==> src/rtl/top.sv <==
// Pass-through / 4-sample accumulator: a control FSM sequences an 8-bit
// accumulator and output register; z is always taken straight from the output register.
module top (
   input  logic       clk,
   input  logic       reset,
   input  logic [7:0] a,
   input  logic       sel,
   output logic [7:0] z
);

   typedef enum logic [2:0] {
      IDLE = 3'd0,
      ACC0 = 3'd1,
      ACC1 = 3'd2,
      ACC2 = 3'd3,
      ACC3 = 3'd4
   } state_t;

   state_t     state;
   logic [7:0] acc;
   logic [7:0] zr;
   logic [7:0] sum;
   logic       acc_load;
   logic       acc_add;
   logic       zr_pass;
   logic       zr_sum;

   assign sum = acc + a;
   assign z   = zr;

   // Datapath controls decoded from the current state and the sampled sel
   always_comb begin
      acc_load = 1'b0;
      acc_add  = 1'b0;
      zr_pass  = 1'b0;
      zr_sum   = 1'b0;
      case (state)
         IDLE:       zr_pass  = ~sel;
         ACC0:       acc_load = sel;
         ACC1, ACC2: acc_add  = sel;
         ACC3:       zr_sum   = 1'b1;
         default:    ;
      endcase
   end

   // Control FSM; an aborted frame simply returns to IDLE and its partial sum is dropped
   always_ff @(posedge clk or posedge reset) begin
      if (reset) begin
         state <= IDLE;
      end else begin
         case (state)
            IDLE:    state <= sel ? ACC0 : IDLE;
            ACC0:    state <= sel ? ACC1 : IDLE;
            ACC1:    state <= sel ? ACC2 : IDLE;
            ACC2:    state <= sel ? ACC3 : IDLE;
            ACC3:    state <= sel ? ACC0 : IDLE;
            default: state <= IDLE;
         endcase
      end
   end

   always_ff @(posedge clk or posedge reset) begin
      if (reset) begin
         acc <= 8'h00;
      end else if (acc_load) begin
         acc <= a;
      end else if (acc_add) begin
         acc <= sum;
      end
   end

   always_ff @(posedge clk or posedge reset) begin
      if (reset) begin
         zr <= 8'h00;
      end else if (zr_pass) begin
         zr <= a;
      end else if (zr_sum) begin
         zr <= sum;
      end
   end

endmodule

==> config.mk <==
export PLATFORM = sky130hd
export DESIGN_NAME = top
export DESIGN_NICKNAME = d
export VERILOG_FILES = /design/src/rtl/top.sv
export SDC_FILE = /design/constraint.sdc
export NUM_CORES = 1
export LEC_CHECK = 0
export BUFFER_PORTS_ARGS = -buffer_cell sky130_fd_sc_hd__buf_2
export CAP_MARGIN = 15
export CORE_MARGIN = 2
export CORE_UTILIZATION = 35
export CTS_BUF_LIST = sky130_fd_sc_hd__clkbuf_4
export DETAILED_ROUTE_END_ITERATION = 16
export GPL_ROUTABILITY_DRIVEN = 0
export MAX_ROUTING_LAYER = met4
export SYNTH_ARGS = -nofsm -noshare
export SYNTH_HDL_FRONTEND = slang
export SYNTH_SLANG_ARGS = --single-unit
==> constraint.sdc <==
create_clock -name clk -period 2.05 [get_ports clk]
set_input_delay 0.41 -clock clk [delete_from_list [all_inputs] [get_ports clk]]
set_output_delay 0.41 -clock clk [all_outputs]
set_load 0.03 [all_outputs]
==> metrics.log, run 1 <==
INFO  metric via_count_of_the_first_global_routing_pass = 1,028
INFO  metric finish.utilization = 0.426
INFO  metric hpwl = 2.08 mm
INFO  metric worst-path-max-fanout = 2
INFO  metric num-nets-final = 179
INFO  metric cts_tree = built
INFO  metric drtIter0Drc = 44
INFO  metric areaGrowthSynthToFinish = 15.9%
INFO  metric timing.critical_path.from_type = flop
INFO  metric leakage = 0.663 nW
INFO  metric htree_num_levels = 1
INFO  metric drive_gt1_frac = 0.252
INFO  metric worst_setup_slack_post_dpl = -57.8 ps
INFO  metric post_synth_most_frequent_cells = sky130_fd_sc_hd__dfrtp_1 (19), sky130_fd_sc_hd__nand2_1 (15), sky130_fd_sc_hd__a21oi_1 (14)
INFO  metric initial_utilization = 0.368
INFO  metric max_freq = 0.516 GHz
INFO  metric wl_met3 = 65 um
INFO  metric post_synth_simple_gate_area = 0.189
INFO  metric synthFlopType = sky130_fd_sc_hd__dfrtp_1
INFO  metric synth.area.top_cells = sky130_fd_sc_hd__dfrtp_1 (38%), sky130_fd_sc_hd__mux2i_1 (7.2%), sky130_fd_sc_hd__ha_1 (7.0%)
INFO  metric vias_per_std_cell = 5.02
INFO  metric stdcell_area = 1440 um2
INFO  metric vias = 1,030
INFO  metric run_status = finished, final reports clean
INFO  metric fraction_of_synthesized_area_in_multiplexers = 0.0723
INFO  metric cts_hold_buf = 0
INFO  metric drv_cap = 0
INFO  metric detail_route.wirelength.met1 = 1.26 mm
INFO  metric synthMostInstantiatedCell = sky130_fd_sc_hd__dfrtp_1
INFO  metric post-synth-top-area-fraction = 0.382
INFO  metric cp_data_arrival_time = 2130 ps
INFO  metric detailedRoute.firstPassIterationCount = 4
INFO  metric hold_path.class = input pin to asynchronous set/reset pin
INFO  metric worstSetupEndpointType = flop
INFO  metric clock-sinks = 19
INFO  metric power_density = 1300 nW/um2
INFO  metric antenna_cells_inserted = 0
INFO  metric dr.max_layer_used = met4
INFO  metric dpl_cell_area = 1400 um2
INFO  metric synth_warnings = 0
INFO  metric syn_inst = 136
INFO  metric std_cell_rows = 21
INFO  metric postRouteWirelength = 2.64 mm
INFO  metric drc = 0
INFO  metric grt_max_degree = 20
INFO  metric io_buffer_count = 18
INFO  metric synth-compound-area-share = 0.212
INFO  metric syn-cell-area = 1250 um2
INFO  metric timing.final.setup_violations = 0
INFO  metric antenna_violations_before_repair = 0
INFO  metric post_drt_wl_per_cell = 12.9 um
INFO  metric worst_slew_pin_slew = 743 ps
INFO  metric die_w = 63.7 um
INFO  metric ioPinCount = 19
INFO  metric die_y = 63.7 um
INFO  metric fin_hold_ws = 214 ps
INFO  metric final.setup_skew = 6.62 ps
INFO  metric cts.reportedPaths.clkPinSlew = 120 ps
INFO  metric fillCellCount = 340
INFO  metric fin_ws = 114 ps
INFO  metric worstSkewPairLatency = 300 ps
INFO  metric final_period_minus_worst_setup_slack = 1940 ps
INFO  metric synthesis.nets = 155
INFO  metric grt_overflow = 0
INFO  metric synth_adder_area_share = 0.0863
INFO  metric ir_worst_vdd = 0.000306 V
INFO  metric critical_path_class = flop to flop
INFO  metric rsz0062_at_grt = false
INFO  metric synth_xor_xnor_area_share = 0.0281
INFO  metric report.final.slew_viol_count = 0
INFO  metric clock_buffer_count_from_cts = 3
INFO  metric synth_seq_area_share = 0.382
INFO  metric synth_enable_flop_cells = 0
INFO  metric route.met2.wl = 1.27 mm
INFO  metric wire_length_of_the_first_global_routing_pass = 4.62 mm
INFO  metric core = 3390 um2
INFO  metric post_synth_num_cell_types = 33
INFO  metric slew_headroom = 0.504
INFO  metric largest_family_of_logic_cells_by_synthesized_area = compound AO/OA/AOI/OAI gates
INFO  metric required = 2240 ps
INFO  metric track_usage = 0.148
INFO  metric root_buffer = sky130_fd_sc_hd__clkbuf_4
INFO  metric hold_violations = 0
INFO  metric synthesis.area_per_instance = 9.16 um2
INFO  metric number_of_buffers_on_the_longest_clock_path = 2
INFO  metric post-route-period-util = 0.944
INFO  metric antenna_violating_nets_post_route = 0
INFO  metric post-synth-top-area-cell = sky130_fd_sc_hd__dfrtp_1
INFO  metric ys_seq_elements = 19
INFO  metric synthArstFlopShare = 1.00
INFO  metric design.die.area = 4050 um2
## placed cells by master, fill, tap and decap left out, types with 2 or more instances in the layout
cell type	n
sky130_fd_sc_hd__a211oi_1	2
sky130_fd_sc_hd__a21oi_1	14
sky130_fd_sc_hd__buf_2	18
sky130_fd_sc_hd__buf_4	5
sky130_fd_sc_hd__clkbuf_4	3
sky130_fd_sc_hd__dfrtp_1	19
sky130_fd_sc_hd__ha_1	6
sky130_fd_sc_hd__inv_1	4
sky130_fd_sc_hd__mux2i_1	9
sky130_fd_sc_hd__nand2_1	15
sky130_fd_sc_hd__nand2b_1	3
sky130_fd_sc_hd__nand3_1	2
sky130_fd_sc_hd__nor2_1	13
sky130_fd_sc_hd__nor3_1	2
sky130_fd_sc_hd__nor3_2	2
sky130_fd_sc_hd__o21a_1	2
sky130_fd_sc_hd__o21ai_0	12
sky130_fd_sc_hd__o21ai_1	6
sky130_fd_sc_hd__xnor2_1	2
sky130_fd_sc_hd__xor2_1	2
## through the flow
stage	cells	TNS (ps)	total power, mW
after detailed placement	200	-104	1.67
after global routing	205	0	2.04
after floorplan	136	0	1.41
final	205	0	1.87
after global placement	200	-90.1	1.64
after CTS	204	0	1.87
## cell type report
type	count	area, um2	area share
clock buffers	3	22.5	0.0156
clock inverters	1	5.00	0.00347
inverters	5	18.8	0.0130
multi-input cells	108	737	0.510
flip-flops and latches	19	475	0.329
well taps	46	57.6	0.0399
repair buffers	23	128	0.0884
## registers in the layout, indices dropped and copies added (netlist names)
register,count
acc,8
z,8
state,3
## per-layer routing
metal  track usage  up-vias
met4        0.0571        0
met2         0.243       20
li1              -      533
met1         0.190      473
met5             -        -
met3        0.0125        4
## cells by family after synthesis
| group | after synthesis |
|---|---|
| AO/OA/AOI/OAI | 44 |
| buffers and inverters | 9 |
| flip-flops | 19 |
| XOR/XNOR | 4 |
| multiplexers | 9 |
| AND/OR/NAND/NOR | 43 |
| adder cells (fa/ha/maj) | 8 |
## where the power goes
group | total, mW | switching, mW | internal [mW] | leakage (nW)
sequential | 0.609 | 0.0927 | 0.516 | 0.229
combinational | 1.07 | 0.616 | 0.450 | 0.416
clock | 0.195 | 0.123 | 0.0727 | 0.0177
## critical path: stages, from the launching register on
cell and delay, ps:
sky130_fd_sc_hd__dfrtp_1 400, sky130_fd_sc_hd__ha_2 180, sky130_fd_sc_hd__inv_2 60, sky130_fd_sc_hd__fa_2 230, sky130_fd_sc_hd__nor2b_4 40, sky130_fd_sc_hd__o31a_1 240, sky130_fd_sc_hd__o21a_1 190, sky130_fd_sc_hd__or3_4 340
sky130_fd_sc_hd__nand3_1 90, sky130_fd_sc_hd__a21oi_1 70
## final timing paths
path / startpoint / end / slack [ps] / cells past startpoint
max in group asynchronous: reset / acc[7]$_DFFE_PP0P_ / 1370 / 2
min in group clk: sel / state[0]$_DFF_PP0_ / 390 / 3
worst max register to register: acc[0]$_DFFE_PP0P_ / z[6]$_DFFE_PP0P_ / 110 / 9
worst min-delay path: reset / acc[1]$_DFFE_PP0P_ / 210 / 2
worst max-delay path: acc[0]$_DFFE_PP0P_ / z[6]$_DFFE_PP0P_ / 110 / 9
worst min register to register: z[7]$_DFFE_PP0P_ / z[7]$_DFFE_PP0P_ / 490 / 2
## repair_timing
action | CTS | global route
hold endpoints to repair | 0 | 0
endpoints found under the setup margin | 0 | 3
resized for setup | 0 | 3
setup buffers | 0 | 1
No activity file was read; power rests on OpenSTA's default activity.
==> run 2, diff against run 1 <==
--- a/config.mk
+++ b/config.mk
@@ -8,7 +8,7 @@
 export BUFFER_PORTS_ARGS = -buffer_cell sky130_fd_sc_hd__buf_2
 export CAP_MARGIN = 15
 export CORE_MARGIN = 2
-export CORE_UTILIZATION = 35
+export CORE_UTILIZATION = 30
 export CTS_BUF_LIST = sky130_fd_sc_hd__clkbuf_4
 export DETAILED_ROUTE_END_ITERATION = 16
 export GPL_ROUTABILITY_DRIVEN = 0
==> metrics.log, run 2 (same netlist as run 1, synthesis figures left out) <==
INFO  metric track_usage = 0.141 (-0.00725)
INFO  metric std_cell_rows = 23 (+9.5%)
INFO  metric report.final.slew_viol_count = 0 (unchanged)
INFO  metric post-place-cells = 206 (+3.0%)
INFO  metric cell_chain_critical_path = ha_1 > inv_1 > fa_2 > nor2b_4 > o31a_1 > o21a_1 > or3_4 > nand3_1 > a21oi_1
INFO  metric slew_headroom = 0.493 (-0.0109)
INFO  metric clock_buffer_count_from_cts = 3 (unchanged)
INFO  metric design.die.area = 4690 um2 (+16%)
INFO  metric hold_violations = 0 (unchanged)
INFO  metric antenna_cells_inserted = 0 (unchanged)
INFO  metric hpwl = 2.15 mm (+3.1%)
INFO  metric core = 4000 um2 (+18%)
INFO  metric htree_num_levels = 1 (unchanged)
INFO  metric grt_overflow = 0 (unchanged)
INFO  metric ioPinCount = 19 (unchanged)
INFO  metric layout_common_cells = sky130_fd_sc_hd__dfrtp_1 (19), sky130_fd_sc_hd__buf_2 (18), sky130_fd_sc_hd__nand2_1 (15)
INFO  metric critical-path-top-delay-family = compound AO/OA/AOI/OAI gates
INFO  metric drtIter0Drc = 30 (-32%)
INFO  metric worst-path-max-fanout = 2 (unchanged)
INFO  metric vias = 1,012 (-1.7%)
INFO  metric grt_max_degree = 20 (unchanged)
INFO  metric final_common_cell = sky130_fd_sc_hd__dfrtp_1
INFO  metric cts.reportedPaths.clkPinSlew = 120 ps (about the same)
INFO  metric worst_slew_pin_slew = 759 ps (+16.4 ps)
INFO  metric drc = 0 (unchanged)
INFO  metric ir_worst_vdd = 0.000524 V (+71%)
INFO  metric cts_hold_buf = 0 (unchanged)
INFO  metric power.total = 1.87 mW (+0.11%)
INFO  metric wire_length_of_the_first_global_routing_pass = 4.69 mm (+1.5%)
INFO  metric final_period_minus_worst_setup_slack = 1970 ps (+33.7 ps)
INFO  metric hold_path.class = input pin to asynchronous set/reset pin
INFO  metric post-route-period-util = 0.961 (+0.0165)
INFO  metric run_status = finished, final reports clean
INFO  metric cp.buffers_inverters = 1 (unchanged)
INFO  metric post_drt_wl_per_cell = 13.0 um (+0.69%)
INFO  metric drive_gt1_frac = 0.244 (-0.00782)
INFO  metric io_buffer_count = 18 (unchanged)
INFO  metric die_w = 68.5 um (+7.5%)
INFO  metric cts_tree = built
INFO  metric antenna_violating_nets_post_route = 0 (unchanged)
INFO  metric via_count_of_the_first_global_routing_pass = 993 (-3.4%)
INFO  metric initial_utilization = 0.312 (-0.0561)
INFO  metric num-nets-final = 180 (+0.56%)
INFO  metric crit_path_max_incr_delay = 400 ps (about the same)
INFO  metric postRouteWirelength = 2.72 mm (+3.1%)
INFO  metric antenna_violations_before_repair = 0 (unchanged)
INFO  metric number_of_buffers_on_the_longest_clock_path = 2 (unchanged)
INFO  metric max_freq = 0.508 GHz (-1.7%)
INFO  metric final.setup_skew = 4.11 ps (-2.51 ps)
INFO  metric critical_path_class = flop to flop
INFO  metric clock-sinks = 19 (unchanged)
INFO  metric die_y = 68.5 um (+7.5%)
INFO  metric rsz0062_at_grt = false
INFO  metric vias_per_std_cell = 4.82 (-4.1%)
INFO  metric areaGrowthSynthToFinish = 16.7%
INFO  metric required = 2250 ps (about the same)
INFO  metric root_buffer = sky130_fd_sc_hd__clkbuf_4
INFO  metric power_density = 1290 nW/um2 (-0.58%)
INFO  metric leakage = 0.670 nW (+1.1%)
INFO  metric finish.utilization = 0.363 (-0.0625)
INFO  metric timing.final.setup_violations = 0 (unchanged)
INFO  metric worstSkewPairLatency = 310 ps (about the same)
INFO  metric cp_data_arrival_time = 2170 ps (+40 ps)
INFO  metric timing.critical_path.from_type = flop
INFO  metric detailedRoute.firstPassIterationCount = 4 (unchanged)
INFO  metric worstSetupEndpointType = flop
INFO  metric fin_hold_ws = 213 ps (-1.16 ps)
INFO  metric drv_cap = 0 (unchanged)
INFO  metric final_cells = 210 (+2.4%)
INFO  metric critPathSlowestCell = sky130_fd_sc_hd__dfrtp_1
==> run 2: changes by cell type in the layout (fill, tap and decap cells not counted), sizes merged <==
cell and change:
buf +1
==> run 2: routing by layer <==
layer	track usage	wire length (um)
met2	0.219	1250
met5	-	0
met1	0.183	1350
met4	0.0525	42
met3	0.0263	79
==> run 2: path summary, 6_finish.rpt <==
check	start	end	slack [ps]	cells past startpoint
max in group asynchronous	reset	state[1]$_DFF_PP0_	1360	2
worst max-delay path	acc[0]$_DFFE_PP0P_	z[6]$_DFFE_PP0P_	80	9
worst max register to register	acc[0]$_DFFE_PP0P_	z[6]$_DFFE_PP0P_	80	9
min in group clk	sel	state[0]$_DFF_PP0_	380	3
worst min register to register	z[7]$_DFFE_PP0P_	z[7]$_DFFE_PP0P_	490	2
worst min-delay path	reset	z[3]$_DFFE_PP0P_	210	2
==> run 2: per-stage QoR <==
step / TNS, ps / setup WS [ps] / instance area [um2]
2_1_floorplan: 0 / 77.5 / 1250
4_1_cts: 0 / 53.0 / 1450
3_5_place_dp: -157 / -69.3 / 1420
5_1_grt: 0 / 1.64 / 1450
3_3_place_gp: -61.6 / -34.1 / 1420
6_report: 0 / 80.1 / 1450
==> run 2: area by class of cell <==
class / instances / area (um2)
repair buffers: 24 / 135
flip-flops and latches: 19 / 475
fillers: 406 / 2550
inverters: 5 / 18.8
clock buffers: 3 / 22.5
well taps: 50 / 62.6
multi-input cells: 108 / 734
clock inverters: 1 / 5.00
==> run 2: power by group <==
part | switching [mW] | leakage (nW) | internal, mW
Sequential | 0.0945 | 0.229 | 0.516
Clock | 0.128 | 0.0177 | 0.0729
Combinational | 0.620 | 0.423 | 0.442
Total | 0.842 | 0.670 | 1.03
==> run 2: what timing repair did <==
item,CTS,global route
setup buffers,0,0
endpoints found under the setup margin,0,4
resized for setup,0,1
==> run 3, diff against run 2 <==
--- a/config.mk
+++ b/config.mk
@@ -7,12 +7,15 @@
 export LEC_CHECK = 0
 export BUFFER_PORTS_ARGS = -buffer_cell sky130_fd_sc_hd__buf_2
 export CAP_MARGIN = 15
+export CELL_PAD_IN_SITES_DETAIL_PLACEMENT = 0
+export CELL_PAD_IN_SITES_GLOBAL_PLACEMENT = 1
 export CORE_MARGIN = 2
 export CORE_UTILIZATION = 30
 export CTS_BUF_LIST = sky130_fd_sc_hd__clkbuf_4
 export DETAILED_ROUTE_END_ITERATION = 16
 export GPL_ROUTABILITY_DRIVEN = 0
 export MAX_ROUTING_LAYER = met4
+export PLACE_DENSITY_LB_ADDON = 0.1
 export SYNTH_ARGS = -nofsm -noshare
 export SYNTH_HDL_FRONTEND = slang
 export SYNTH_SLANG_ARGS = --single-unit
==> constraint.sdc (replaced) <==
create_clock -name clk -period 1.95 [get_ports clk]
set_input_delay 0.39 -clock clk [delete_from_list [all_inputs] [get_ports clk]]
set_output_delay 0.39 -clock clk [all_outputs]
set_load 0.03 [all_outputs]
==> metrics.log, run 3 (same netlist as run 1, synthesis figures left out) <==
INFO  metric run_status = finished, violations left
INFO  metric violations = negative setup slack
INFO  metric reg2reg_slack = -7 ps (-90 ps)
INFO  metric ioPinCount = 19 (unchanged)
INFO  metric design.die.area = 4690 um2 (unchanged)
INFO  metric number_of_buffers_on_the_longest_clock_path = 2 (unchanged)
INFO  metric use_met3 = 0.0263 (unchanged)
INFO  metric areaGrowthSynthToFinish = 19.8%
INFO  metric detailedRoute.firstPassIterationCount = 4 (unchanged)
INFO  metric layout_common_cells = sky130_fd_sc_hd__dfrtp_1 (19), sky130_fd_sc_hd__buf_2 (18), sky130_fd_sc_hd__nand2_1 (15)
INFO  metric power_density = 1340 nW/um2 (+4.1%)
INFO  metric critPathSlowestCell = sky130_fd_sc_hd__dfrtp_1
INFO  metric die_y = 68.5 um (unchanged)
INFO  metric ir_worst_vdd = 0.000385 V (-26%)
INFO  metric track_usage = 0.144 (+0.00283)
INFO  metric clock_buffer_count_from_cts = 3 (unchanged)
INFO  metric cp_data_arrival_time = 2170 ps (about the same)
INFO  metric hpwl = 2.21 mm (+2.7%)
INFO  metric sw_frac_of_total = 0.452 (+0.00244)
INFO  metric hold_path.class = input pin to asynchronous set/reset pin
INFO  metric timing.critical_path.from_type = flop
INFO  metric clock-sinks = 19 (unchanged)
INFO  metric leakage = 0.686 nW (+2.4%)
INFO  metric antenna_violating_nets_post_route = 0 (unchanged)
INFO  metric wire_length_of_the_first_global_routing_pass = 4.80 mm (+2.2%)
INFO  metric cts.reportedPaths.clkPinSlew = 130 ps (about the same)
INFO  metric crit_path_max_incr_delay = 420 ps (+20 ps)
INFO  metric timing.final.setup_violations = 1 (+1)
INFO  metric worstSkewPairLatency = 310 ps (about the same)
INFO  metric antenna_violations_before_repair = 0 (unchanged)
INFO  metric htree_num_levels = 1 (unchanged)
INFO  metric drive_gt1_frac = 0.288 (+0.0446)
INFO  metric post_drt_wl_per_cell = 13.5 um (+4.4%)
INFO  metric postRouteWirelength = 2.88 mm (+5.9%)
INFO  metric grt_max_degree = 20 (unchanged)
INFO  metric worst-path-max-fanout = 2 (unchanged)
INFO  metric grt_overflow = 0 (unchanged)
INFO  metric reg_power_frac = 0.318 (-0.008)
INFO  metric final_common_cell = sky130_fd_sc_hd__dfrtp_1
INFO  metric max_freq = 0.511 GHz (+0.68%)
INFO  metric root_buffer = sky130_fd_sc_hd__clkbuf_4
INFO  metric finish.utilization = 0.373 (+0.00970)
INFO  metric initial_utilization = 0.312 (unchanged)
INFO  metric num-nets-final = 183 (+1.7%)
INFO  metric switchingPower = 0.905 mW (+7.5%)
INFO  metric core = 4000 um2 (unchanged)
INFO  metric std_cell_rows = 23 (unchanged)
INFO  metric hold_violations = 0 (unchanged)
INFO  metric via_count_of_the_first_global_routing_pass = 984 (-0.91%)
INFO  metric slew_headroom = 0.538 (+0.0448)
INFO  metric vias = 1,059 (+4.6%)
INFO  metric drv_cap = 0 (unchanged)
INFO  metric die_w = 68.5 um (unchanged)
INFO  metric vias_per_std_cell = 4.97 (+3.2%)
INFO  metric required = 2170 ps (-80 ps)
INFO  metric fin_hold_ws = 78.4 ps (-135 ps)
INFO  metric final_period_minus_worst_setup_slack = 1960 ps (-13.2 ps)
INFO  metric use_met1 = 0.201 (+0.0184)
INFO  metric drc = 0 (unchanged)
INFO  metric grt.met2_usage = 0.209 (-0.00962)
INFO  metric io_buffer_count = 18 (unchanged)
INFO  metric final.setup_skew = 10.7 ps (+6.59 ps)
INFO  metric fillCellCount = 419 (+3.2%)
INFO  metric clock_power_share = 0.109 (+0.002)
INFO  metric grt-busiest-layer = met2
INFO  metric post_cts_buffers = 0 (unchanged)
INFO  metric cell_chain_critical_path = ha_2 > inv_2 > fa_2 > nor2b_4 > o31a_1 > o21a_1 > or3_4 > o211ai_2 > a21oi_2
INFO  metric antenna_cells_inserted = 0 (unchanged)
INFO  metric cts_hold_buf = 0 (unchanged)
INFO  metric combinational_share_of_power = 0.573 (+0.006)
INFO  metric critical_path_class = flop to flop
INFO  metric worstSetupEndpointType = flop
INFO  metric final_tns_setup = -6.68 ps (-6.68 ps)
INFO  metric drtIter0Drc = 28 (-6.7%)
INFO  metric rsz0062_at_grt = true
INFO  metric report.final.slew_viol_count = 0 (unchanged)
INFO  metric worst_slew_pin_slew = 688 ps (-71.1 ps)
INFO  metric fin_ws = -6.68 ps (-86.8 ps)
INFO  metric cts_tree = built
INFO  metric internal_power = 1.10 mW (+6.4%)
INFO  metric post-route-period-util = 1.00 (+0.0425)
[run 3: worst paths after layout]
kind / cells after the start / end / start
setup reg to reg: 9 / acc[6]$_DFFE_PP0P_ / acc[0]$_DFFE_PP0P_
setup / recovery: 9 / acc[6]$_DFFE_PP0P_ / acc[0]$_DFFE_PP0P_
max in group asynchronous: 3 / acc[1]$_DFFE_PP0P_ / reset
hold reg to reg: 2 / z[3]$_DFFE_PP0P_ / z[3]$_DFFE_PP0P_
min in group clk: 3 / state[0]$_DFF_PP0_ / sel
hold / removal: 3 / z[2]$_DFFE_PP0P_ / reset
[run 3: worst max-delay path, delay by kind of cell (launching register included)]
kind | cells | cell delay [ps]
AOI/OAI and AO/OA | 4 | 600
adders and majority gates | 2 | 400
buffers and inverters | 1 | 50
DFF | 1 | 420
and+or+nand+nor | 2 | 390
[run 3: layout make-up]
class                   instances  area, um2  area share
multi-input cells             108        751       0.503
clock inverters                 1       5.00     0.00335
repair buffers                 27        158       0.106
inverters                       5       18.8      0.0126
well taps                      50       62.6      0.0419
clock buffers                   3       22.5      0.0151
flip-flops and latches         19        475       0.319
[run 3: power by group through the flow]
stage / Sequential (mW) / Clock, mW / Combinational (mW)
floorplan: 0.774 / 0 / 0.717
global placement: 0.640 / 0 / 1.13
detailed placement: 0.648 / 0 / 1.13
CTS: 0.639 / 0.223 / 1.15
global route: 0.660 / 0.246 / 1.30
finish: 0.636 / 0.218 / 1.15
[run 3: stage by stage]
step                power, mW  instances  setup slack, ps  cell area (um2)
finish                   2.00        213            -6.68             1490
global route             2.20        213            -76.5             1490
CTS                      2.01        213            -25.1             1480
detailed placement       1.78        209             -136             1450
global placement         1.77        209             -126             1450
floorplan                1.49        136             9.50             1250
[run 3: routing by layer]
layer | routed length (um) | up-vias
li1 | - | 534
met1 | 1500 | 502
met2 | 1250 | 18
met3 | 95 | 5
met4 | 36 | 0
met5 | 0 | -
[run 3: timing repair]
action,4_1_cts,5_1_grt
gates resized for setup,3,3
setup endpoints to repair,2,5
pin swaps,1,2
